[config.mk]
export PLATFORM = sky130hd
export DESIGN_NAME = fib_rr_scheduler_flat
export DESIGN_NICKNAME = d
export VERILOG_FILES = /design/src/rtl/fib_rr_scheduler_pkg.sv /design/src/rtl/fib_rr_scheduler_if.sv /design/src/rtl/fib_rr_scheduler_rr_arbiter.sv /design/src/rtl/fib_rr_scheduler.sv /design/src/flat_wrapper.sv
export SDC_FILE = /design/constraint.sdc
export NUM_CORES = 1
export LEC_CHECK = 0
export BUFFER_PORTS_ARGS = -buffer_cell sky130_fd_sc_hd__buf_2
export CORE_ASPECT_RATIO = 0.7
export CORE_MARGIN = 2
export CORE_UTILIZATION = 45
export DETAILED_ROUTE_END_ITERATION = 12
export PLACE_DENSITY_LB_ADDON = 0.12
export SYNTH_ARGS = -nofsm -noshare
export SYNTH_HDL_FRONTEND = slang
export SYNTH_HIERARCHICAL = 1
export SYNTH_SLANG_ARGS = --single-unit
[constraint.sdc]
create_clock -name clk -period 3.21 [get_ports clk]
set_input_delay 0.4815 -clock clk [delete_from_list [all_inputs] [get_ports clk]]
set_output_delay 0.4815 -clock clk [all_outputs]
set_load 0.01 [all_outputs]
[src/rtl/fib_rr_scheduler_pkg.sv]
`default_nettype none
// ============================================================================
// Module      : fib_rr_scheduler_pkg
// Description : Shared constants for the round-robin Fibonacci scheduler:
//               FSM state encodings, WAIT_BUSY timeout, default widths.
// Revision    : 1.0 - initial release
// ============================================================================
package fib_rr_scheduler_pkg;

  // Default widths for operand n and result fn
  localparam int DEF_NW = 8;
  localparam int DEF_FW = 32;

  // Cycles allowed in WAIT_BUSY for the engine to raise busy
  localparam int WB_LIMIT = 4;

  // Scheduler FSM encoding
  localparam logic [2:0] ST_IDLE      = 3'd0;
  localparam logic [2:0] ST_LAUNCH    = 3'd1;
  localparam logic [2:0] ST_WAIT_BUSY = 3'd2;
  localparam logic [2:0] ST_RUN       = 3'd3;
  localparam logic [2:0] ST_DONE      = 3'd4;

endpackage : fib_rr_scheduler_pkg
`default_nettype wire

[src/rtl/fib_rr_scheduler_if.sv]
`default_nettype none
// ============================================================================
// Module      : fib_rr_scheduler_if
// Description : Client-side request/grant bus and engine start/busy bus of
//               the Fibonacci scheduler. master = scheduler, slave = the
//               clients plus the engine seen as one environment.
// Revision    : 1.0 - initial release
// ============================================================================
interface fib_rr_scheduler_if
  import fib_rr_scheduler_pkg::*;
#(
  parameter int NREQ = 4,
  parameter int NW   = DEF_NW,
  parameter int FW   = DEF_FW
);

  // client side
  logic [NREQ-1:0]    req;
  logic [NREQ*NW-1:0] req_n;
  logic [NREQ-1:0]    gnt;
  logic [NREQ-1:0]    done;
  logic [FW-1:0]      result;
  logic               err;

  // engine side
  logic [NW-1:0]      eng_n;
  logic               eng_st;
  logic               eng_busy;
  logic [FW-1:0]      eng_fn;

  modport master (
    input  req, req_n, eng_busy, eng_fn,
    output gnt, done, result, err, eng_n, eng_st
  );

  modport slave (
    output req, req_n, eng_busy, eng_fn,
    input  gnt, done, result, err, eng_n, eng_st
  );

endinterface : fib_rr_scheduler_if
`default_nettype wire

[src/rtl/fib_rr_scheduler_rr_arbiter.sv]
`default_nettype none
// ============================================================================
// Module      : rr_arbiter
// Description : Combinational round-robin pick. Returns the first active
//               request at or after ptr (wrapping) as one-hot and as index.
// Revision    : 1.0 - initial release
// ============================================================================
module rr_arbiter #(
  parameter int NREQ = 4,
  parameter int PW   = 2
) (
  input  wire logic [NREQ-1:0] req,
  input  wire logic [PW-1:0]   ptr,
  output logic      [NREQ-1:0] gnt_oh,
  output logic      [PW-1:0]   idx,
  output logic                 valid
);

  // Scan NREQ positions starting at ptr; the first hit wins
  always_comb begin
    int          j;
    logic [PW-1:0] jj;
    gnt_oh = '0;
    idx    = '0;
    valid  = 1'b0;
    j      = 0;
    jj     = '0;
    for (int k = 0; k < NREQ; k++) begin
      j = int'(ptr) + k;
      if (j >= NREQ) begin
        j = j - NREQ;
      end
      jj = PW'(j);
      if (!valid && req[jj]) begin
        valid      = 1'b1;
        gnt_oh[jj] = 1'b1;
        idx        = jj;
      end
    end
  end

endmodule : rr_arbiter
`default_nettype wire

[src/rtl/fib_rr_scheduler.sv]
`default_nettype none
// ============================================================================
// Module      : fib_rr_scheduler
// Description : Shares one iterative Fibonacci engine among NREQ clients.
//               Round-robin grant, engine start/busy sequencing with
//               WAIT_BUSY and RUN watchdogs, result capture and a one-cycle
//               done (and err on abort) pulse to the owner.
// Revision    : 1.0 - initial release
// ============================================================================
module fib_rr_scheduler
  import fib_rr_scheduler_pkg::*;
#(
  parameter int NREQ = 4,
  parameter int NW   = DEF_NW,
  parameter int FW   = DEF_FW,
  parameter int TMO  = 512
) (
  input  wire logic          clk,
  input  wire logic          rst,
  fib_rr_scheduler_if.master bus
);

  localparam int PW = (NREQ > 1) ? $clog2(NREQ) : 1;
  localparam int WW = $clog2(TMO + 1);

  logic [2:0]      state_q,   state_d;
  logic [PW-1:0]   owner_q,   owner_d;
  logic [PW-1:0]   ptr_q,     ptr_d;
  logic [NREQ-1:0] gnt_q,     gnt_d;
  logic [NREQ-1:0] done_q,    done_d;
  logic [FW-1:0]   result_q,  result_d;
  logic            err_q,     err_d;
  logic [NW-1:0]   eng_n_q,   eng_n_d;
  logic            eng_st_q,  eng_st_d;
  logic [WW-1:0]   wd_q,      wd_d;

  logic [NREQ-1:0] pick_oh;
  logic [PW-1:0]   pick_idx;
  logic            pick_valid;
  logic [NW-1:0]   pick_n;

  rr_arbiter #(
    .NREQ (NREQ),
    .PW   (PW)
  ) u_arb (
    .req    (bus.req),
    .ptr    (ptr_q),
    .gnt_oh (pick_oh),
    .idx    (pick_idx),
    .valid  (pick_valid)
  );

  assign pick_n = bus.req_n[pick_idx*NW +: NW];

  // FSM next-state, operand/result capture, watchdog and rotation pointer
  always_comb begin
    state_d  = state_q;
    owner_d  = owner_q;
    ptr_d    = ptr_q;
    gnt_d    = gnt_q;
    done_d   = '0;
    result_d = result_q;
    err_d    = 1'b0;
    eng_n_d  = eng_n_q;
    eng_st_d = 1'b0;
    wd_d     = wd_q;

    case (state_q)
      ST_IDLE: begin
        // an engine still busy (it has no reset) blocks any new grant
        if (pick_valid && !bus.eng_busy) begin
          owner_d  = pick_idx;
          gnt_d    = pick_oh;
          eng_n_d  = pick_n;
          eng_st_d = 1'b1;
          state_d  = ST_LAUNCH;
        end
      end

      ST_LAUNCH: begin
        wd_d    = '0;
        state_d = ST_WAIT_BUSY;
      end

      ST_WAIT_BUSY: begin
        if (bus.eng_busy) begin
          wd_d    = '0;
          state_d = ST_RUN;
        end else if (wd_q == WW'(WB_LIMIT - 1)) begin
          result_d = '0;
          err_d    = 1'b1;
          done_d   = gnt_q;
          state_d  = ST_DONE;
        end else begin
          wd_d = wd_q + WW'(1);
        end
      end

      ST_RUN: begin
        if (!bus.eng_busy) begin
          result_d = bus.eng_fn;
          done_d   = gnt_q;
          state_d  = ST_DONE;
        end else if (wd_q == WW'(TMO - 1)) begin
          result_d = '0;
          err_d    = 1'b1;
          done_d   = gnt_q;
          state_d  = ST_DONE;
        end else begin
          wd_d = wd_q + WW'(1);
        end
      end

      ST_DONE: begin
        // owner drops to lowest priority for the next round
        ptr_d   = (owner_q == PW'(NREQ - 1)) ? '0 : owner_q + PW'(1);
        gnt_d   = '0;
        state_d = ST_IDLE;
      end

      default: begin
        gnt_d   = '0;
        state_d = ST_IDLE;
      end
    endcase
  end

  // State registers with synchronous reset
  always_ff @(posedge clk) begin
    if (rst) begin
      state_q  <= ST_IDLE;
      owner_q  <= '0;
      ptr_q    <= '0;
      gnt_q    <= '0;
      done_q   <= '0;
      result_q <= '0;
      err_q    <= 1'b0;
      eng_n_q  <= '0;
      eng_st_q <= 1'b0;
      wd_q     <= '0;
    end else begin
      state_q  <= state_d;
      owner_q  <= owner_d;
      ptr_q    <= ptr_d;
      gnt_q    <= gnt_d;
      done_q   <= done_d;
      result_q <= result_d;
      err_q    <= err_d;
      eng_n_q  <= eng_n_d;
      eng_st_q <= eng_st_d;
      wd_q     <= wd_d;
    end
  end

  assign bus.gnt    = gnt_q;
  assign bus.done   = done_q;
  assign bus.result = result_q;
  assign bus.err    = err_q;
  assign bus.eng_n  = eng_n_q;
  assign bus.eng_st = eng_st_q;

endmodule : fib_rr_scheduler
`default_nettype wire

[src/flat_wrapper.sv]
// flat-port wrapper written by rule: the top's interface ports become plain ports
module fib_rr_scheduler_flat import fib_rr_scheduler_pkg::*;
#(
  parameter int NREQ = 4,
  parameter int NW   = DEF_NW,
  parameter int FW   = DEF_FW,
  parameter int TMO  = 512
)
  (clk, rst, bus_req, bus_req_n, bus_eng_busy, bus_eng_fn, bus_gnt, bus_done, bus_result, bus_err, bus_eng_n, bus_eng_st);
  fib_rr_scheduler_if #(.NREQ(NREQ), .NW(NW), .FW(FW)) bus_i ();
  input  wire logic clk;
  input  wire logic rst;
  input wire logic [$bits(bus_i.req)-1:0] bus_req;
  input wire logic [$bits(bus_i.req_n)-1:0] bus_req_n;
  input wire logic [$bits(bus_i.eng_busy)-1:0] bus_eng_busy;
  input wire logic [$bits(bus_i.eng_fn)-1:0] bus_eng_fn;
  output wire logic [$bits(bus_i.gnt)-1:0] bus_gnt;
  output wire logic [$bits(bus_i.done)-1:0] bus_done;
  output wire logic [$bits(bus_i.result)-1:0] bus_result;
  output wire logic [$bits(bus_i.err)-1:0] bus_err;
  output wire logic [$bits(bus_i.eng_n)-1:0] bus_eng_n;
  output wire logic [$bits(bus_i.eng_st)-1:0] bus_eng_st;
  assign bus_i.req = bus_req;
  assign bus_i.req_n = bus_req_n;
  assign bus_i.eng_busy = bus_eng_busy;
  assign bus_i.eng_fn = bus_eng_fn;
  assign bus_gnt = bus_i.gnt;
  assign bus_done = bus_i.done;
  assign bus_result = bus_i.result;
  assign bus_err = bus_i.err;
  assign bus_eng_n = bus_i.eng_n;
  assign bus_eng_st = bus_i.eng_st;
  fib_rr_scheduler #(.NREQ(NREQ), .NW(NW), .FW(FW), .TMO(TMO)) u_core (.clk(clk), .rst(rst), .bus(bus_i));
endmodule
; ---- Word-level counts from Yosys, hierarchy flattened
; Index checks and enable logic that the tools add are counted.
[word_totals]
input_bits = 71
output_inout_bits = 50
register_bits = 67
[classes]
n_reduce_logical = 22
n_eq_ne = 15
mux = 62
n_addsub = 9
bitwise_logic = 5
shift = 1
magnitude_cmp = 12
[op_table]
columns = op, n
row1 = $mux W32, 4
row2 = $pmux W32 S2, 1
row3 = $mux W10, 4
row4 = $mux W4, 9
row5 = $shiftx A32 B6 Y8, 1
row6 = $pmux W10 S3, 1
row7 = $mux W2, 9
row8 = $mux W1, 17
row9 = $pmux W4 S2, 2
row10 = $mux W3, 5
row11 = $lt A2 B3 Y1 const B, 4
row12 = $or A4 B4 Y4, 3
row13 = $pmux W3 S4, 1
row14 = $add A10 B1 Y10 const B, 1
row15 = $eq A10 B2 Y1 const B, 1
row16 = $eq A10 B9 Y1 const B, 1
row17 = $ge A3 B3 Y1 const B, 3
row18 = $bmux W1 S2, 4
row19 = $demux W1 S2, 4
row20 = $ge A2 B1 Y1 const B, 4
row21 = $logic_and A1 B1 Y1, 8
row22 = $reduce_and A4 Y1, 2
row23 = $sub A2 B1 Y2 const B, 4
row24 = $add A2 B2 Y3 const B, 2
row25 = other kinds (21), 31

; ---- Logic depth before layout (Yosys ltp)
[depth]
ltp_word = 17
ltp_mapped = 13

; ---- Hierarchy
; Netlist, hierarchy kept.
[modules_own_cells]
columns = module, cells_each, instances, area_per_inst_um2
row1 = fib_rr_scheduler, 272, 1, 2865.2
row2 = rr_arbiter, 45, 1, 421.7

; ---- Worst setup path before layout
; OpenSTA, ideal clock, no wires.
[synth_path]
path_kind = reg2reg
start = register u_core.ptr_q[0]
end = register u_core.eng_n_q[0] (netlist: u_core/bus.eng_n[0])
required_time_ns = 3.077
t_arrival_ns = 2.907
slack_ns = 0.170
path_stages_with_launch = 13
cell_sequence = dfxtp_1 -> buf_6 -> inv_1 -> ha_1 -> mux4_2 -> buf_6 -> and2b_2 -> o21ai_0 -> o31ai_1 -> clkbuf_1 -> mux4_2 -> nand2_1 -> a21oi_1
[synth_via]
word_cells_on_any_way = 40
cone_classes = 7 x add/sub / 4 x order compare / 1 x shift / 20 x mux / 8 x reduce/logical
[synth_rtl]
columns = element, line_no
row1 = from (decl), fib_rr_scheduler.sv:28  ; logic [PW-1:0] ptr_q, ptr_d;
row2 = from (signal assigned), fib_rr_scheduler.sv:144  ; ptr_q <= ptr_d;
row3 = "parallel branches: the longest is 13 deep, another holds $add A2 B1 Y3", --
row4 = $mux W2 *, fib_rr_scheduler_rr_arbiter.sv:34  ; if (!valid && req[jj]) begin
row5 = net u_core.pick_idx[0], fib_rr_scheduler.sv:38  ; logic [PW-1:0] pick_idx;
row6 = $shiftx A32 B6 Y8 *, fib_rr_scheduler.sv:53  ; assign pick_n = bus.req_n[pick_idx*NW +: NW];
row7 = to (signal assigned), fib_rr_scheduler.sv:149  ; eng_n_q <= eng_n_d;
row8 = to (decl), fib_rr_scheduler.sv:33  ; logic [NW-1:0] eng_n_q, eng_n_d;
; Mark *: on every way through the listed nets, which the timed path passes. The select of a mux whose other input is x is not followed.
; A chain may end at the register's enable or synchronous reset.

; ---- Worst setup path after layout
[layout_path]
start = register u_core.ptr_q[0]
end = register u_core.eng_n_q[3] (netlist: u_core/bus.eng_n[3])
; The elaborated chain is that of the path after synthesis.

==> flow_summary_export.csv <==
group,metric,value,unit
timing,max_freq,360,MHz
critical_path,cp_slowest_stage_delay,650,ps
route,drtAntennaViolNets,0,
route,routed_wl,8070,µm
clocking,htree_levels,3,
final_layout,drive_gt1_frac,0.392,
critical_path,crit_path_start_kind,"flip-flop",
route,vias,2921,
power,p_per_area,476,nW/µm²
synth,ys_ff_latch,67,
timing,tns,0,ps
route,dr.pass1.iters,5,
outcome,status,"finished, final reports clean",
critical_path,crit_arrival,2990,ps
global_route,met1_usage,0.281,
critical_path,required,3420,ps
final_layout,fin_util,0.569,
global_route,grt_pass1_vias,2696,
route,drc,0,
global_route,top_usage_layer,"met2",
clocking,clkSinkCount,67,
synth,yosysSeqAreaShare,0.408,
global_route,track_usage,0.207,
placement,port_buffers,120,
power,p_leak,1.79,nW
synth,syn-cell-area,3290,µm²
clocking,cts_buffers,9,
clocking,ctsHoldBuffers,0,
floorplan,core_area,7190,µm²
timing,finClkSkew,16.3,ps
synth,synth_largest_area_cell,"dfxtp_1",
hold_path,worstHoldPathType,"in2reg",
final_layout,area_delta_synth_final,24.5,%
floorplan,die-area,8010,µm²
global_route,overflow,0,
critical_path,critical_path_class,"reg2reg",
critical_path,crit_path_cell_trace,"buf_4 > mux4_2 > and2b_2 > o21ai_0 > o31ai_2 > buf_4 > mux4_2 > nand2_1 > a21oi_1",
final_layout,nets,507,
clocking,clkLatencyLatePin,350,ps
clocking,postCtsSetupRepairBufs,0,
power,vdd_drop_max,239,µV
synth,avgSynthCellArea,10.4,µm²
floorplan,die_w,106,µm
placement,gp_congestion,0.849,
clocking,cts.path.max_buffers,2,
floorplan,num_rows,26,
timing,maxSlewHeadroom,0.221,
synth,synth_cell_types,60,
final_layout,num_antenna_cells,0,
timing,tightest_slew,1170,ps
timing,hold_viol_final,0,
final_layout,fillers,643,
route,drt_iter0_drc,159,
floorplan,pin_count,121,
job,cap_violations,0,
critical_path,endpoint_kind,"flip-flop",
synth,synth_edf_count,0,
synth,synthArstFlopShare,0,
clocking,cts_tree,"done",
clocking,cts_resized,0,
global_route,grt_pass1_wl,13000,µm
synth,netlist_top_cells_count,"67 x dfxtp_1, 32 x a22o_1, 27 x nand2_1, 15 x a21oi_1",
global_route,grt_max_degree,33,
placement,hpwl,5850,µm
synth,synth.top_cell.area_share,0.408,
clocking,cts-root-buf,"clkbuf_8",
critical_path,reg2reg_depth,9,
global_route,use_met2,0.307,
global_route,met3_usage,0.0838,
timing,fin_crit_sh,0.866,
critical_path,crit_buf_inv,2,
clocking,clk_pin_slew_worst_paths,80,ps
synth,postSynthNetCount,395,
timing,period_needed,2780,ps
global_route,antenna_found_initial,0,
critical_path,path_depth,9,
timing,rsz0062_at_grt,"false",
floorplan,die_y,75.5,µm
route,wl_per_cell,15.2,µm
critical_path,slowest_stage,"mux4_2",
synth,synth_warnings,6,
critical_path,crit_fanout,13,
route,vias_per_cell,5.49,
critical_path,crit_family,"multiplexers",
hold_path,hold_path_depth,2,
synth,synthCells,317,
synth,synth_most_common_cell,"dfxtp_1",
floorplan,start_util,0.457,
synth,synth_ff_type,"dfxtp_1",
timing,slew_viol_final,0,
synth,synth.area.top_cells,"dfxtp_1 41%, a22o_1 8.5%, mux4_2 6.9%",
timing,setup_viol,0,
==> power breakdown <==
part | internal (mW) | total, mW | switching (mW)
sequential | 0.873 | 0.922 | 0.0489
clock | 0.287 | 0.625 | 0.339
combinational | 0.186 | 0.399 | 0.213
==> layout by cell type, fill, tap and decap left out, types with 7 or more instances in the layout <==
cell type	n
a21oi_1	15
a22o_1	32
a22oi_1	13
buf_2	120
clkbuf_8	9
dfxtp_1	67
ha_1	7
inv_1	12
mux4_2	10
nand2_1	27
nor2_1	13
o211ai_1	7
o21ai_0	12
==> logic make-up (layout without fill, tap and decap cells) <==
kind of cell | Yosys count | after routing | share of synthesized area
DFF | 67 | 67 | 0.408
buffers and inverters | 36 | 153 | 0.0552
and+or+nand+nor | 83 | 83 | 0.149
adders and majority gates | 7 | 7 | 0.0266
muxes | 17 | 17 | 0.100
AOI/OAI and AO/OA | 107 | 107 | 0.261
==> state kept, by name (all words and copies together), names as in the netlist <==
name,flops
u_core/bus.result,32
u_core/wd_q,10
u_core/bus.eng_n,8
u_core/bus.done,4
u_core/bus.gnt,4
u_core/state_q,3
u_core/owner_q,2
u_core/ptr_q,2
u_core/bus.eng_st,1
u_core/bus.err,1
==> per-layer routing <==
layer / routed length [µm] / share of wire / up-vias
met5: 0 / 0 / -
met4: 78 / 0.0097 / 0
met3: 746 / 0.092 / 8
met2: 3510 / 0.43 / 124
met1: 3740 / 0.46 / 1357
li1: - / - / 1432
==> layout make-up <==
cell class,count,area [µm²],area share
multi-input cells,214,1770,0.432
clock buffers,10,128,0.0312
flip-flops and latches,67,1340,0.328
inverters,12,45.0,0.0110
clock inverters,6,48.8,0.0119
well taps,98,123,0.0300
repair buffers,125,638,0.156
==> path summary, 6_finish.rpt <==
| kind | startpoint | endpoint | slack [ps] |
|---|---|---|---|
| min | bus_eng_fn[1] | u_core/bus.result[1]$_SDFFE_PP0P_ | 340 |
| max reg2reg | u_core/ptr_q[0]$_SDFFE_PP0N_ | u_core/bus.eng_n[3]$_SDFFE_PP0P_ | 430 |
| min reg2reg | u_core/bus.eng_n[2]$_SDFFE_PP0P_ | u_core/bus.eng_n[2]$_SDFFE_PP0P_ | 460 |
| max | u_core/ptr_q[0]$_SDFFE_PP0N_ | u_core/bus.eng_n[3]$_SDFFE_PP0P_ | 430 |
==> per-stage QoR <==
| stage | power (mW) | cells | worst slack [ps] | instance area, µm² | hold slack, ps |
|---|---|---|---|---|---|
| after floorplan | 1.22 | 317 | 170 | 3290 | 440 |
| after global placement | 1.33 | 516 | 490 | 3920 | 444 |
| after detailed placement | 1.34 | 516 | 423 | 3920 | 447 |
| final | 1.95 | 532 | 429 | 4090 | 345 |
| after global routing | 2.05 | 532 | 279 | 4090 | 327 |
| after CTS | 1.96 | 532 | 429 | 4090 | 326 |
Power figures use the tool's default switching activity.
